## config.mk

```make
export PLATFORM = sky130hd
export DESIGN_NAME = ddr4_axi_r_downsizer
export DESIGN_NICKNAME = d
export VERILOG_FILES = /design/src/rtl/ddr4_axi_rds_pkg.sv /design/src/rtl/ddr4_axi_rds_lane_mux.sv /design/src/rtl/ddr4_axi_r_downsizer.sv
export SDC_FILE = /design/constraint.sdc
export NUM_CORES = 1
export LEC_CHECK = 0
export ABC_CLOCK_PERIOD_IN_PS = 2100
export BUFFER_PORTS_ARGS = -buffer_cell sky130_fd_sc_hd__buf_2
export CELL_PAD_IN_SITES_DETAIL_PLACEMENT = 0
export CELL_PAD_IN_SITES_GLOBAL_PLACEMENT = 2
export CORE_MARGIN = 4
export CORE_UTILIZATION = 33
export CTS_BUF_LIST = sky130_fd_sc_hd__clkbuf_2
export CTS_CLUSTER_SIZE = 14
export DETAILED_ROUTE_END_ITERATION = 12
export GPL_ROUTABILITY_DRIVEN = 0
export HOLD_SLACK_MARGIN = 0.1
export PLACE_DENSITY = 0.87
export SLEW_MARGIN = 15
export SYNTH_ARGS = -nofsm -noshare
export SYNTH_HDL_FRONTEND = slang
export SYNTH_SLANG_ARGS = --single-unit
```

## constraint.sdc

```tcl
create_clock -name ACLK -period 2.1 [get_ports ACLK]
set_clock_uncertainty 0.15 [all_clocks]
set_input_delay 0.315 -clock ACLK [delete_from_list [all_inputs] [get_ports ACLK]]
set_output_delay 0.315 -clock ACLK [all_outputs]
set_load 0.01 [all_outputs]
```

## src/rtl/ddr4_axi_rds_pkg.sv

```systemverilog
// ddr4_axi_rds_pkg: shared types and constants for the AXI R-channel downsizer
`timescale 1ns/1ps
package ddr4_axi_rds_pkg;
  typedef enum logic [1:0] {IDLE, FETCH, EMIT} state_t;
  localparam logic [1:0] RESP_OKAY = 2'b00;
  localparam logic [1:0] RESP_SLVERR = 2'b10;
  function automatic int lane_width(input int ratio);
    return ratio > 1 ? $clog2(ratio) : 1;
  endfunction
endpackage

```

## src/rtl/ddr4_axi_rds_lane_mux.sv

```systemverilog
// ddr4_axi_rds_lane_mux: selects one narrow lane out of a wide data word
`timescale 1ns/1ps
module ddr4_axi_rds_lane_mux
  import ddr4_axi_rds_pkg::*;
#(
  parameter int C_S_DATA_WIDTH = 32,
  parameter int C_M_DATA_WIDTH = 128,
  localparam int C_RATIO = C_M_DATA_WIDTH / C_S_DATA_WIDTH,
  localparam int C_RATIO_LOG = lane_width(C_RATIO)
) (
  input  logic [C_M_DATA_WIDTH-1:0] data,
  input  logic [C_RATIO_LOG-1:0]    lane,
  output logic [C_S_DATA_WIDTH-1:0] slice
);
  logic [C_S_DATA_WIDTH-1:0] lanes [C_RATIO];
  for (genvar i = 0; i < C_RATIO; i++) begin : g_lane
    assign lanes[i] = data[i*C_S_DATA_WIDTH +: C_S_DATA_WIDTH];
  end
  assign slice = lanes[lane];
endmodule

```

## src/rtl/ddr4_axi_r_downsizer.sv

```systemverilog
// ddr4_axi_r_downsizer: splits wide memory-side R beats into narrow master-side beats per burst command
// Define DDR4_AXI_RDS_LAST_CHECK_EN to build the sticky wide-RLAST consistency check.
`timescale 1ns/1ps
module ddr4_axi_r_downsizer
  import ddr4_axi_rds_pkg::*;
#(
  parameter C_FAMILY = "virtexuplus",
  parameter int C_S_DATA_WIDTH = 32,
  parameter int C_M_DATA_WIDTH = 128,
  parameter int C_ID_WIDTH = 4,
  localparam int C_RATIO = C_M_DATA_WIDTH / C_S_DATA_WIDTH,
  localparam int C_RATIO_LOG = lane_width(C_RATIO)
) (
  input  logic                      ACLK,
  input  logic                      ARESETN,
  input  logic                      cmd_valid,
  output logic                      cmd_ready,
  input  logic [C_RATIO_LOG-1:0]    cmd_lane,
  input  logic [7:0]                cmd_len,
  input  logic                      M_AXI_RVALID,
  output logic                      M_AXI_RREADY,
  input  logic [C_M_DATA_WIDTH-1:0] M_AXI_RDATA,
  input  logic [1:0]                M_AXI_RRESP,
  input  logic                      M_AXI_RLAST,
  input  logic [C_ID_WIDTH-1:0]     M_AXI_RID,
  output logic                      S_AXI_RVALID,
  input  logic                      S_AXI_RREADY,
  output logic [C_S_DATA_WIDTH-1:0] S_AXI_RDATA,
  output logic [1:0]                S_AXI_RRESP,
  output logic                      S_AXI_RLAST,
  output logic [C_ID_WIDTH-1:0]     S_AXI_RID,
  output logic                      err_last_mismatch
);
  localparam logic [C_RATIO_LOG-1:0] LAST_LANE = C_RATIO_LOG'(C_RATIO - 1);
  state_t state, state_n;
  logic [C_RATIO_LOG-1:0] lane_q, lane_n;
  logic [7:0] beats_q, beats_n;
  logic [C_M_DATA_WIDTH-1:0] hold_data;
  logic [1:0] hold_resp;
  logic [C_ID_WIDTH-1:0] hold_id;
  logic wide_hs, narrow_hs;
  // cmd_ready is gated by reset so it reads 0 while ARESETN is held low
  assign cmd_ready = ARESETN && state == IDLE;
  assign M_AXI_RREADY = state == FETCH;
  assign S_AXI_RVALID = state == EMIT;
  assign S_AXI_RRESP = hold_resp;
  assign S_AXI_RID = hold_id;
  assign S_AXI_RLAST = S_AXI_RVALID && beats_q == 8'd0;
  assign wide_hs = M_AXI_RREADY && M_AXI_RVALID;
  assign narrow_hs = S_AXI_RVALID && S_AXI_RREADY;
  ddr4_axi_rds_lane_mux #(
    .C_S_DATA_WIDTH(C_S_DATA_WIDTH),
    .C_M_DATA_WIDTH(C_M_DATA_WIDTH)
  ) u_lane_mux (
    .data (hold_data),
    .lane (lane_q),
    .slice(S_AXI_RDATA)
  );
  always_comb begin
    state_n = state;
    lane_n = lane_q;
    beats_n = beats_q;
    if (cmd_ready && cmd_valid) begin
      state_n = FETCH;
      lane_n = cmd_lane;
      beats_n = cmd_len;
    end
    if (wide_hs) state_n = EMIT;
    if (narrow_hs) begin
      state_n = beats_q == 8'd0 ? IDLE : lane_q == LAST_LANE ? FETCH : EMIT;
      lane_n = lane_q == LAST_LANE ? '0 : lane_q + 1'b1;
      beats_n = beats_q == 8'd0 ? beats_q : beats_q - 8'd1;
    end
  end
  always_ff @(posedge ACLK or negedge ARESETN) begin
    if (!ARESETN) begin
      state <= IDLE;
      lane_q <= '0;
      beats_q <= '0;
      hold_data <= '0;
      hold_resp <= RESP_OKAY;
      hold_id <= '0;
    end else begin
      state <= state_n;
      lane_q <= lane_n;
      beats_q <= beats_n;
      if (wide_hs) begin
        hold_data <= M_AXI_RDATA;
        hold_resp <= M_AXI_RRESP;
        hold_id <= M_AXI_RID;
      end
    end
  end
`ifdef DDR4_AXI_RDS_LAST_CHECK_EN
  // the word being fetched is the burst's last when the remaining beats fit in its lanes
  logic final_word;
  assign final_word = 9'(beats_q) + 9'(lane_q) < 9'(C_RATIO);
  always_ff @(posedge ACLK or negedge ARESETN) begin
    if (!ARESETN) err_last_mismatch <= 1'b0;
    else if (wide_hs && M_AXI_RLAST != final_word) err_last_mismatch <= 1'b1;
  end
`else
  assign err_last_mismatch = 1'b0;
`endif
endmodule
```

==> impl_metrics.env, run 1 <==
export IMPL_start_util_pct=34.0
export IMPL_num_nets_final=927
export IMPL_synth_area_top_cells="dfrtp_1 (57%), mux2_2 (24%), mux4_2 (11%)"
export IMPL_vias=4874
export IMPL_failed_checks="setup timing"
export IMPL_status="complete, but fails checks"
export IMPL_top_layer_used="met4"
export IMPL_fin_crit_ns=2.51
export IMPL_p_sw_mw=4.26
export IMPL_p_clk_share_pct=14.6
export IMPL_critPathBufInv=2
export IMPL_layout_setup_ws_ns=-0.410
export IMPL_dp_hpwl_mm=10.7
export IMPL_clkSinkCount=146
export IMPL_path_clk_slew_ns=0.23
export IMPL_cts_max_path_buffers=2
export IMPL_startpoint_type="flip-flop"
export IMPL_cp_cell_sequence="buf_12 -> mux4_2 -> buf_6"
export IMPL_r2r_slack_ns=0.04
export IMPL_hold_viol=0
export IMPL_timing_hold_ws_ns=0.231
export IMPL_final_util_pct=53.0
export IMPL_maxCapViolCount=0
export IMPL_drt_first_pass_iters=4
export IMPL_cp_top_family="multiplexers"
export IMPL_core_sq_um=19000
export IMPL_crit_path_start="lane_q[0]"
export IMPL_cts_buffers=17
export IMPL_cts_tree="yes"
export IMPL_max_freq_mhz=398
export IMPL_syn_cell_area_sq_um=6440
export IMPL_cp_required_ns=1.63
export IMPL_wl_per_cell_um=16.6
export IMPL_num_rows=50
export IMPL_overflow=0
export IMPL_p_int_mw=9.06
export IMPL_drtIter0Drc=122
export IMPL_wl_met3_mm=1.15
export IMPL_synth_edf_count=0
export IMPL_pwr_share_seq_pct=37.8
export IMPL_worstReg2RegStart="beats_q[2]"
export IMPL_most_common_layout_cells="buf_2 (165), dlygate4sd3_1 (152), dfrtp_1 (140)"
export IMPL_power_density_nw_per_um2=1330
export IMPL_grt_max_degree=143
export IMPL_worst_pin_slew_ns=0.879
export IMPL_final_common_cell="buf_2"
export IMPL_hp_class="primary input to flip-flop"
export IMPL_die_x_um=148
export IMPL_root_buffer="clkbuf_2"
export IMPL_hold_path_depth=3
export IMPL_die_area_sq_um=21800
export IMPL_syn_num_nets=563
export IMPL_hold_path_end="hold_data[88]"
export IMPL_worstPathMaxFanout=19
export IMPL_clk_latency_ns=0.67
export IMPL_swShare_pct=32.0
export IMPL_grt_util_all_layers_pct=15.9
export IMPL_diodes=0
export IMPL_die_y_um=148
export IMPL_drt_vias_per_instance=4.65
export IMPL_setup_viol=33
export IMPL_drcViolationCount=0
export IMPL_ys_warn_count=0
export IMPL_routed_wl_mm=17.4
export IMPL_total_power_mw=13.3
export IMPL_antenna_found_initial=0
export IMPL_p_leak_nw=4.54
export IMPL_crit_type="flip-flop to primary output"
export IMPL_yosys_area_top_type="dfrtp_1"
export IMPL_syn_to_final_growth_pct=56.1
export IMPL_io_pins=193
export IMPL_htree_levels=4
export IMPL_worstReg2RegEnd="beats_q[7]"
export IMPL_slowest_delay_ns=0.55
export IMPL_drive_above_1_share_pct=56.1
export IMPL_reg2reg_depth=4
export IMPL_period_share_pct=120
export IMPL_ys_seq_area_share_pct=56.7
export IMPL_synthArstFlopShare_pct=100
export IMPL_drt_met1_wl_mm=6.99
export IMPL_netlist_area_leader_share_pct=56.7
export IMPL_synth_avg_cell_area_sq_um=15.7
export IMPL_wl_met2_mm=9.13
export IMPL_peakVddDrop_mv=0.562
export IMPL_holdCritStartpoint="M_AXI_RDATA[88]"
export IMPL_netlist_instances=411
export IMPL_synth_seq_cells=146
export IMPL_maxSlewViolCount=0
export IMPL_grt_pass1_wl_mm=27.7
export IMPL_port_buffers=190
export IMPL_cp_end_kind="primary output"
export IMPL_arrival_ns=2.04
export IMPL_p_comb_share_pct=47.6
export IMPL_setup_tns_ns=-12.48
export IMPL_ys_flop_type="dfrtp_1"
export IMPL_grt_pass1_vias=5632
export IMPL_synth_distinct_cells=34
export IMPL_postRouteAntennaNets=0
export IMPL_cpMaxStageDelayCell="mux4_2"
export IMPL_max_slew_margin_pct=41.4
export IMPL_rsz0062_at_grt="true"
-- final cells by class --
class,instances,area [sq um]
Multi-Input combinational cell,236,2760
Clock buffer,18,90.1
Tap cell,260,325
Timing Repair Buffer,372,2990
Clock inverter,14,211
Inverter,2,7.51
Sequential cell,146,3660
Fill cell,1556,8900
-- logic make-up (layout without fill, tap and decap cells) --
family / after synthesis / count (layout) / synth area share [%]
AOI/OAI and AO/OA: 29 / 29 / 3.07
adders and majority gates: 2 / 2 / 0.389
buffers and inverters: 29 / 406 / 1.90
DFF: 146 / 146 / 56.7
muxes: 167 / 167 / 34.8
other: 1 / 1 / 0.0582
and+or+nand+nor: 37 / 37 / 3.05
-- worst min-delay path: stages --
cell           delay [ns]
dlygate4sd3_1        0.52
buf_2                0.09
mux2_2               0.12
-- worst max path at each step --
stage | endpoint | cells past startpoint | slack [ns]
final | S_AXI_RDATA[10] | 3 | -0.41
after global routing | S_AXI_RDATA[16] | 3 | -0.62
after CTS | S_AXI_RDATA[16] | 3 | -0.57
after detailed placement | beats_q[7] | 4 | 0.15
after global placement | beats_q[7] | 4 | 0.19
after floorplan | S_AXI_RDATA[10] | 3 | 0.09
-- power by group through the flow --
| stage | Combinational (mW) | Sequential, mW | Clock, mW |
|---|---|---|---|
| final | 6.34 | 5.04 | 1.94 |
| after global routing | 6.82 | 5.20 | 2.13 |
| after CTS | 5.91 | 5.01 | 2.03 |
| after detailed placement | 5.19 | 5.06 | 0 |
| after global placement | 5.06 | 4.92 | 0 |
| after floorplan | 3.61 | 4.79 | 0 |
-- through the flow --
stage	setup slack, ns	cell area (sq um)	cells
floorplan	0.0923	6440	411
global route	-0.616	10100	1048
detailed placement	0.147	7780	846
CTS	-0.565	9790	1035
finish	-0.410	10100	1048
global placement	0.191	7780	846
-- registers in the layout, summed over array words and instances (netlist names) --
register,flops
hold_data,128
beats_q,8
S_AXI_RID,4
S_AXI_RRESP,2
lane_q,2
state,2
-- repair_timing --
action	in CTS	in global routing
resized for setup	28	34
pin swaps	3	7
hold buffers	155	1
gates cloned	0	1
endpoints found under the hold margin	292	4
setup buffers	2	13
endpoints found under the setup margin	35	41
-- cell usage after synthesis (3+ instances only) --
master / number
nor2_1: 6
mux4_2: 32
buf_2: 8
clkbuf_1: 18
dfrtp_1: 146
o2bb2ai_1: 3
mux2_2: 135
nor3b_1: 3
nor4_1: 3
nand2_1: 12
o21ai_0: 9
a31oi_1: 4
a21oi_1: 5
-- routing by layer --
metal | track usage [%] | vias to the layer above
li1 | - | 2260
met2 | 28.8 | 163
met1 | 18.6 | 2440
met5 | 0 | -
met3 | 4.54 | 11
met4 | 4.29 | 0
(Power assumes the default switching activity.)
==> run 2: changes to the inputs <==
--- a/config.mk
+++ b/config.mk
@@ -9,7 +9,7 @@
 export BUFFER_PORTS_ARGS = -buffer_cell sky130_fd_sc_hd__buf_2
 export CELL_PAD_IN_SITES_DETAIL_PLACEMENT = 0
 export CELL_PAD_IN_SITES_GLOBAL_PLACEMENT = 2
-export CORE_MARGIN = 4
+export CORE_MARGIN = 2
 export CORE_UTILIZATION = 33
 export CTS_BUF_LIST = sky130_fd_sc_hd__clkbuf_2
 export CTS_CLUSTER_SIZE = 14
==> impl_metrics.env, run 2 (synthesized netlist as in run 1, its figures left out) <==
export IMPL_grt_util_all_layers_pct=16.4
export IMPL_layout_cells_non_filler=1048
export IMPL_grtUsageMet2_pct=29.6
export IMPL_postRouteAntennaNets=0
export IMPL_period_share_pct=119
export IMPL_wl_per_cell_um=16.3
export IMPL_drt_vias_per_instance=4.66
export IMPL_cp_required_ns=1.63
export IMPL_max_freq_mhz=400
export IMPL_grt_use_met1_pct=19.2
export IMPL_fin_crit_ns=2.50
export IMPL_die_x_um=144
export IMPL_num_nets_final=922
export IMPL_htree_levels=4
export IMPL_port_buffers=190
export IMPL_r2r_slack_ns=0
export IMPL_startpoint_type="flip-flop"
export IMPL_antenna_found_initial=1
export IMPL_maxSlewViolCount=0
export IMPL_core_sq_um=19300
export IMPL_total_power_mw=13.0
export IMPL_dp_cells=850
export IMPL_p_sw_mw=4.22
export IMPL_failed_checks="setup timing"
export IMPL_pwr_share_seq_pct=38.9
export IMPL_grtUsageMet3_pct=4.70
export IMPL_grt_pass1_vias=5312
export IMPL_top_register="hold_data"
export IMPL_cts_tree="yes"
export IMPL_reg2reg_depth=5
export IMPL_clk_latency_ns=0.67
export IMPL_p_comb_share_pct=48.3
export IMPL_routed_wl_mm=17.0
export IMPL_worstReg2RegEnd="beats_q[7]"
export IMPL_arrival_ns=2.03
export IMPL_p_clk_share_pct=12.8
export IMPL_cts_buffers=17
export IMPL_crit_type="flip-flop to primary output"
export IMPL_drt_first_pass_iters=4
export IMPL_p_leak_nw=4.48
export IMPL_vias=4880
export IMPL_final_common_cell="buf_2"
export IMPL_drtIter0Drc=132
export IMPL_max_slew_margin_pct=42.2
export IMPL_power_density_nw_per_um2=1310
export IMPL_maxCapViolCount=0
export IMPL_worstPathMaxFanout=16
export IMPL_setup_viol=33
export IMPL_cp_end_kind="primary output"
export IMPL_syn_to_final_growth_pct=54.0
export IMPL_num_rows=51
export IMPL_status="complete, but fails checks"
export IMPL_worstReg2RegStart="beats_q[0]"
export IMPL_p_int_mw=8.76
export IMPL_die_area_sq_um=20600
export IMPL_drive_above_1_share_pct=55.9
export IMPL_dp_hpwl_mm=9.97
export IMPL_cts_max_path_buffers=2
export IMPL_drcViolationCount=0
export IMPL_hold_viol=0
export IMPL_root_buffer="clkbuf_2"
export IMPL_start_util_pct=33.3
export IMPL_swShare_pct=32.5
export IMPL_layout_setup_ws_ns=-0.398
export IMPL_largest_register_ffs=128
export IMPL_worst_pin_slew_ns=0.866
export IMPL_rsz0062_at_grt="true"
export IMPL_io_pins=193
export IMPL_peakVddDrop_mv=0.589
export IMPL_grt_max_degree=147
export IMPL_hp_class="primary input to async pin"
export IMPL_grt_pass1_wl_mm=26.2
export IMPL_setup_tns_ns=-12.56
export IMPL_pre_cts_ws_ns=0.133
export IMPL_busiest_layer="met2"
export IMPL_most_common_layout_cells="buf_2 (168), dlygate4sd3_1 (150), dfrtp_1 (141)"
export IMPL_die_y_um=144
export IMPL_clkSinkCount=146
export IMPL_path_clk_slew_ns=0.21
export IMPL_overflow=0
==> run 2: cell type report <==
type	count	area, sq um
Multi-Input combinational cell	236	2760
Clock inverter	11	138
Fill cell	1653	9420
Sequential cell	146	3660
Antenna cell	1	2.50
Tap cell	265	332
Inverter	2	7.51
Clock buffer	20	100
Timing Repair Buffer	367	2920
==> run 2: layer usage <==
metal  up-vias  wire length [um]  share of wire, %
met4         0               152              0.89
li1       2252                 -                 -
met1      2498              7040                41
met3        10               773               4.5
met5         -                 0                 0
met2       120              9080                53
==> run 2: how the worst max path moves through the flow <==
stage                      endpoint       start  slack (ns)
finish              S_AXI_RDATA[21]   lane_q[0]       -0.40
global route        S_AXI_RDATA[25]   lane_q[0]       -0.59
CTS                  S_AXI_RDATA[4]   lane_q[0]       -0.52
detailed placement       beats_q[7]  beats_q[0]        0.13
global placement         beats_q[7]  beats_q[2]        0.21
floorplan           S_AXI_RDATA[10]   lane_q[0]        0.09
==> run 2: critical path, stage by stage (launching register included) <==
cell and delay, ns:
dfrtp_2 0.46, buf_12 0.20, mux4_2 0.54, buf_6 0.14
==> run 2: repair_timing <==
action,CTS,global route
gates cloned,0,1
pin swaps,1,6
endpoints found under the hold margin,292,0
buffers inserted,4,11
hold buffers,154,0
resized for setup,20,34
endpoints found under the setup margin,35,44
==> run 2: through the flow <==
stage          instance area (sq um)  util [%]  hold WS, ns
2_1_floorplan                   6440         -       -0.131
3_3_place_gp                    7780      40.2        0.332
3_5_place_dp                    7780      40.2        0.338
4_1_cts                         9700      50.2        0.129
5_1_grt                         9920      51.3        0.100
6_report                        9920      51.3        0.148
==> run 2: power by group through the flow <==
stage	clock network, mW	registers (mW)	logic (mW)
after floorplan	0	4.79	3.61
final	1.66	5.05	6.27
after CTS	1.74	4.98	5.88
after detailed placement	0	5.05	5.18
after global placement	0	4.92	5.02
after global routing	1.88	5.21	6.74
